===== config.mk =====
export PLATFORM = sky130hd
export DESIGN_NAME = bcd_2of5_codec
export DESIGN_NICKNAME = d
export VERILOG_FILES = /design/src/rtl/bcd_2of5_codec.sv
export SDC_FILE = /design/constraint.sdc
export NUM_CORES = 1
export LEC_CHECK = 0
export ABC_CLOCK_PERIOD_IN_PS = 4950
export CAP_MARGIN = 20
export CORE_MARGIN = 5
export CORE_UTILIZATION = 55
export DETAILED_ROUTE_END_ITERATION = 7
export PLACE_DENSITY = 0.83
export SYNTH_ARGS = -nofsm -noshare
export SYNTH_HDL_FRONTEND = slang
export SYNTH_SLANG_ARGS = --single-unit

===== constraint.sdc =====
create_clock -name clk -period 4.95 [get_ports clk]
set_input_delay 0.495 -clock clk [delete_from_list [all_inputs] [get_ports clk]]
set_output_delay 0.495 -clock clk [all_outputs]
set_load 0.05 [all_outputs]

===== src/rtl/bcd_2of5_codec.sv =====
// bcd_2of5_codec
// Multi-digit BCD <-> 2-out-of-5 converter. A word is accepted through a
// valid/ready handshake and converted one digit per clock, least significant
// slot first. The finished word and its per-digit error flags are then held
// until the consumer takes them.

module bcd_2of5_codec #(
    parameter int NDIGITS = 4
) (
    input  logic                   clk,
    input  logic                   reset,
    input  logic                   in_valid,
    output logic                   in_ready,
    input  logic                   mode,
    input  logic [5*NDIGITS-1:0]   in_data,
    output logic                   out_valid,
    input  logic                   out_ready,
    output logic [5*NDIGITS-1:0]   out_data,
    output logic [NDIGITS-1:0]     err,
    output logic                   busy
);

    // The counter needs at least one bit, even when a word has a single digit.
    localparam int CW = (NDIGITS > 1) ? $clog2(NDIGITS) : 1;
    localparam logic [CW-1:0] LAST = CW'(NDIGITS - 1);

    typedef enum logic [1:0] {
        IDLE,
        RUN,
        DONE
    } state_t;

    state_t               state;
    logic [5*NDIGITS-1:0] in_reg;
    logic                 mode_reg;
    logic [CW-1:0]        cnt;

    logic [4:0]           cur_slot;
    logic [4:0]           conv_slot;
    logic                 conv_err;

    // BCD digit to its 2-out-of-5 codeword; only called with digits 0..9.
    function automatic logic [4:0] encode_digit(input logic [3:0] bcd);
        logic [4:0] code;
        case (bcd)
            4'd0:    code = 5'b00011;
            4'd1:    code = 5'b00101;
            4'd2:    code = 5'b00110;
            4'd3:    code = 5'b01001;
            4'd4:    code = 5'b01010;
            4'd5:    code = 5'b01100;
            4'd6:    code = 5'b10001;
            4'd7:    code = 5'b10010;
            4'd8:    code = 5'b10100;
            4'd9:    code = 5'b11000;
            default: code = 5'b00000;
        endcase
        return code;
    endfunction

    // Number of ones in a 5-bit slot.
    function automatic logic [2:0] popcount5(input logic [4:0] c);
        return {2'b00, c[0]} + {2'b00, c[1]} + {2'b00, c[2]}
             + {2'b00, c[3]} + {2'b00, c[4]};
    endfunction

    // Codeword back to BCD. Every popcount-2 pattern is listed, so callers
    // only need to check the popcount to know the result is meaningful.
    function automatic logic [3:0] decode_code(input logic [4:0] code);
        logic [3:0] bcd;
        case (code)
            5'b00011: bcd = 4'd0;
            5'b00101: bcd = 4'd1;
            5'b00110: bcd = 4'd2;
            5'b01001: bcd = 4'd3;
            5'b01010: bcd = 4'd4;
            5'b01100: bcd = 4'd5;
            5'b10001: bcd = 4'd6;
            5'b10010: bcd = 4'd7;
            5'b10100: bcd = 4'd8;
            5'b11000: bcd = 4'd9;
            default:  bcd = 4'd0;
        endcase
        return bcd;
    endfunction

    // A new word may enter only from IDLE, and never while reset is asserted.
    assign in_ready = (state == IDLE) && !reset;

    // Pick the slot the counter currently points at from the latched word.
    always_comb begin
        cur_slot = '0;
        for (int i = 0; i < NDIGITS; i++) begin
            if (cnt == CW'(i)) begin
                cur_slot = in_reg[5*i +: 5];
            end
        end
    end

    // Convert the selected slot in the direction latched at accept time.
    always_comb begin
        conv_slot = '0;
        conv_err  = 1'b0;
        if (!mode_reg) begin
            if (cur_slot[3:0] <= 4'd9) begin
                conv_slot = encode_digit(cur_slot[3:0]);
            end else begin
                conv_slot = 5'b00000;
                conv_err  = 1'b1;
            end
        end else begin
            if (popcount5(cur_slot) == 3'd2) begin
                conv_slot = {1'b0, decode_code(cur_slot)};
            end else begin
                conv_slot = 5'b01111;
                conv_err  = 1'b1;
            end
        end
    end

    // Control FSM plus all registered outputs; one digit is written per RUN cycle.
    always_ff @(posedge clk) begin
        if (reset) begin
            state     <= IDLE;
            in_reg    <= '0;
            mode_reg  <= 1'b0;
            cnt       <= '0;
            out_data  <= '0;
            err       <= '0;
            out_valid <= 1'b0;
            busy      <= 1'b0;
        end else begin
            case (state)
                IDLE: begin
                    if (in_valid) begin
                        in_reg   <= in_data;
                        mode_reg <= mode;
                        cnt      <= '0;
                        out_data <= '0;
                        err      <= '0;
                        busy     <= 1'b1;
                        state    <= RUN;
                    end
                end
                RUN: begin
                    for (int i = 0; i < NDIGITS; i++) begin
                        if (cnt == CW'(i)) begin
                            out_data[5*i +: 5] <= conv_slot;
                            err[i]             <= conv_err;
                        end
                    end
                    if (cnt == LAST) begin
                        out_valid <= 1'b1;
                        state     <= DONE;
                    end else begin
                        cnt <= cnt + CW'(1);
                    end
                end
                DONE: begin
                    if (out_ready) begin
                        out_valid <= 1'b0;
                        busy      <= 1'b0;
                        state     <= IDLE;
                    end
                end
                default: begin
                    state <= IDLE;
                end
            endcase
        end
    end

endmodule

==> results.yml <==
synth:
  post_synth_xor_area_fraction_pct: 0.669
  muxShareOfSynthArea_pct: 2.67
  yosys.cell_types.count: 46
  avgSynthCellArea_um2: 8.34
  synth-compound-area-share_pct: 20.2
  synth-adder-area-share_pct: 6.78
  dominant_combinational_cell_family_by_area_after_synthesis: "simple AND/OR/NAND/NOR gates"
  synth_area_um2: 2620
  number_of_cells_produced_by_synthesis: 314
  post_synthesis_simple_gate_area_fraction_pct: 25.3
  synth_top_flop_cell: "sky130_fd_sc_hd__dfxtp_1"
  total_number_of_yosys_warnings: 0
  synth_enable_flop_cells: 0
  async_flop_share_pct: 0
  mappedNetlistNets: 352
  ys_ff_latch: 51
  seq_area_frac_synth_pct: 39.0
worst_setup_path:
  timing.setup.critical_path_class: "reg2reg"
  critical_path_data_arrival_time_ns: 3.94
  timing.reg2reg.setup_slack_ns: 1.20
  timing.critical_path.from_type: "flop"
  end_kind: "flop"
  crit_path_max_fanout: 15
  cp.required_ns: 5.13
place:
  hpwlAfterDp_mm: 4.46
  replace_congestion: 0.920
  io_buffer_count: 51
  numPlacedInstances: 405
grt:
  largest_net_degree_at_the_start_of_global_routing: 60
  met3_usage_pct: 4.20
  number_of_global_route_vias_before_repair: 2180
  global_route.overflow_total: 0
  global_route.usage.met2_pct: 35.0
  met1_capacity_usage_during_global_routing_pct: 25.6
  grtUsageTotal_pct: 20.4
  grt_busiest_layer: "met2"
  antenna_found_initial: 0
  wire_length_of_the_first_global_routing_pass_mm: 10.2
floorplan:
  initial_core_util_pct: 56.2
  die-area_um2: 6240
  floorplan.die.width_um: 79.0
  placeableCoreArea_um2: 4660
  chipHeight_um: 79.0
  io_pins: 52
  std_cell_rows: 25
timing:
  finalSetupViolCount: 0
  finalMaxSlewViolations: 0
  timing.setup.tns_ns: 0
  finalHoldViolations: 0
  fin_worst_skew_ns: 0.00588
  worst_slew_margin_relative_to_its_limit_pct: 37.3
  period_minus_slack_ns: 3.75
  rsz0062_at_grt: "false"
  final_min_period_over_clock_period_pct: 75.8
  achievable_clock_frequency_mhz: 266
  timing_worst_slew_pin_value_ns: 0.941
routing:
  detail_route.vias_per_cell: 5.58
  drt_wl_total_mm: 6.06
  routed_wire_length_per_instance_um: 14.7
  detail-route-antenna-nets: 0
  drc_errors: 0
  pre_repair_dr_iteration_count: 4
  vias: 2305
  initialDrtViolationCount: 184
power_and_ir_drop:
  cellLeakagePower_nw: 1.18
  max-vdd-ir-drop_v: 0.000207
  pwr_density_cell_nw_per_um2: 292
clock_network:
  clkSinkCount: 51
  cts_repair_resize_count: 0
  worstSkewPairLatency_ns: 0.31
  post_cts_buffers: 0
  clockRootBuffer: "sky130_fd_sc_hd__clkbuf_8"
  cts_max_path_buffers: 2
  htree_num_levels: 2
  postCtsHoldBufs: 0
  tritoncts: "built"
  cts_clock_pin_slew_for_the_worst_setup_and_hold_paths_ns: 0.10
  cts_buffers: 5
finish:
  layout-drive-gt1-share_pct: 8.64
  non_filler_instance_count_after_layout: 413
  layout_commonest_cell: "sky130_fd_sc_hd__nand2_1"
  antenna_diode_instance_count: 0
  layout.cells.most_common_list: "72 x sky130_fd_sc_hd__nand2_1, 51 x sky130_fd_sc_hd__dfxtp_1, 50 x sky130_fd_sc_hd__clkdlybuf4s50_1, 37 x sky130_fd_sc_hd__a21oi_1, 17 x sky130_fd_sc_hd__nand3b_1"
  area_delta_synth_final_pct: 23.6
  final_nets: 396
run_status:
  run_status: "finished clean"
min_path:
  min-delay-path-class: "reg2reg"
flow_run:
  timing.max_cap.violations: 0
-- through the flow --
step | total power, mW | utilization, % | hold slack (ns) | worst slack [ns] | cell area (µm²)
global route | 0.993 | 69.5 | 0.479 | 0.910 | 3240
CTS | 0.950 | 69.5 | 0.458 | 1.20 | 3240
global placement | 0.658 | 67.0 | 0.438 | 1.36 | 3120
detailed placement | 0.661 | 67.0 | 0.444 | 1.21 | 3120
floorplan | 0.599 | - | 0.431 | 1.60 | 2620
finish | 0.947 | 69.5 | 0.456 | 1.20 | 3240
-- cells in the mapped netlist, drive strengths merged (6+ instances only) --
master / count / area share [%]
a21oi: 37 / 7.1
buf: 6 / 1.9
clkbuf: 10 / 1.4
dfxtp: 51 / 39
ha: 11 / 5.3
inv: 14 / 2.0
mux2i: 7 / 2.7
nand2: 73 / 11
nand3: 6 / 1.1
nand3b: 18 / 5.3
nor2: 16 / 2.4
nor3: 6 / 1.1
o21ai: 15 / 3.4
o31ai: 7 / 2.0
-- area by class of cell --
type | instances | area (µm²)
clock inverters | 3 | 47.5
multi-input cells | 232 | 1460
inverters | 15 | 57.6
well taps | 54 | 67.6
clock buffers | 5 | 68.8
fillers | 398 | 1420
flip-flops and latches | 51 | 1020
repair buffers | 53 | 520
-- worst max-delay path: stages, from the launching register on --
cell	delay [ns]
sky130_fd_sc_hd__dfxtp_1	0.41
sky130_fd_sc_hd__ha_1	0.58
sky130_fd_sc_hd__nor2b_1	0.23
sky130_fd_sc_hd__a311o_2	0.20
sky130_fd_sc_hd__clkinv_2	0.20
sky130_fd_sc_hd__fa_1	0.55
sky130_fd_sc_hd__inv_1	0.05
sky130_fd_sc_hd__fa_1	0.35
sky130_fd_sc_hd__inv_1	0.07
sky130_fd_sc_hd__ha_1	0.13
sky130_fd_sc_hd__nand4b_1	0.20
sky130_fd_sc_hd__nor3_1	0.52
sky130_fd_sc_hd__o31ai_1	0.15
-- metal layers --
metal  part of all wire (%)  wire [µm]
met4                   0.84         51
met2                     48       2890
met1                     45       2720
met3                    6.5        395
met5                      0          0
-- kinds of logic (layout without fill, tap and decap cells) --
| kind of cell | after synthesis | after routing |
|---|---|---|
| flip-flops | 51 | 51 |
| AO/OA/AOI/OAI | 75 | 75 |
| adder cells (fa/ha/maj) | 13 | 13 |
| buffers and inverters | 31 | 76 |
| multiplexers | 7 | 7 |
| AND/OR/NAND/NOR | 135 | 135 |
| XOR/XNOR | 2 | 2 |
-- power by group --
part	leakage, nW	switching (mW)	internal (mW)
Clock	0.0587	0.141	0.153
Combinational	0.706	0.133	0.0806
Sequential	0.415	0.0119	0.427
-- worst paths after layout --
check | from | endpoint | cells after the start
setup reg to reg | cnt[0] | out_data[1] | 12
hold reg to reg | err[3] | err[3] | 2
hold / removal | err[3] | err[3] | 2
setup / recovery | cnt[0] | out_data[1] | 12
Note: power is estimated with default switching activity, not from simulation.
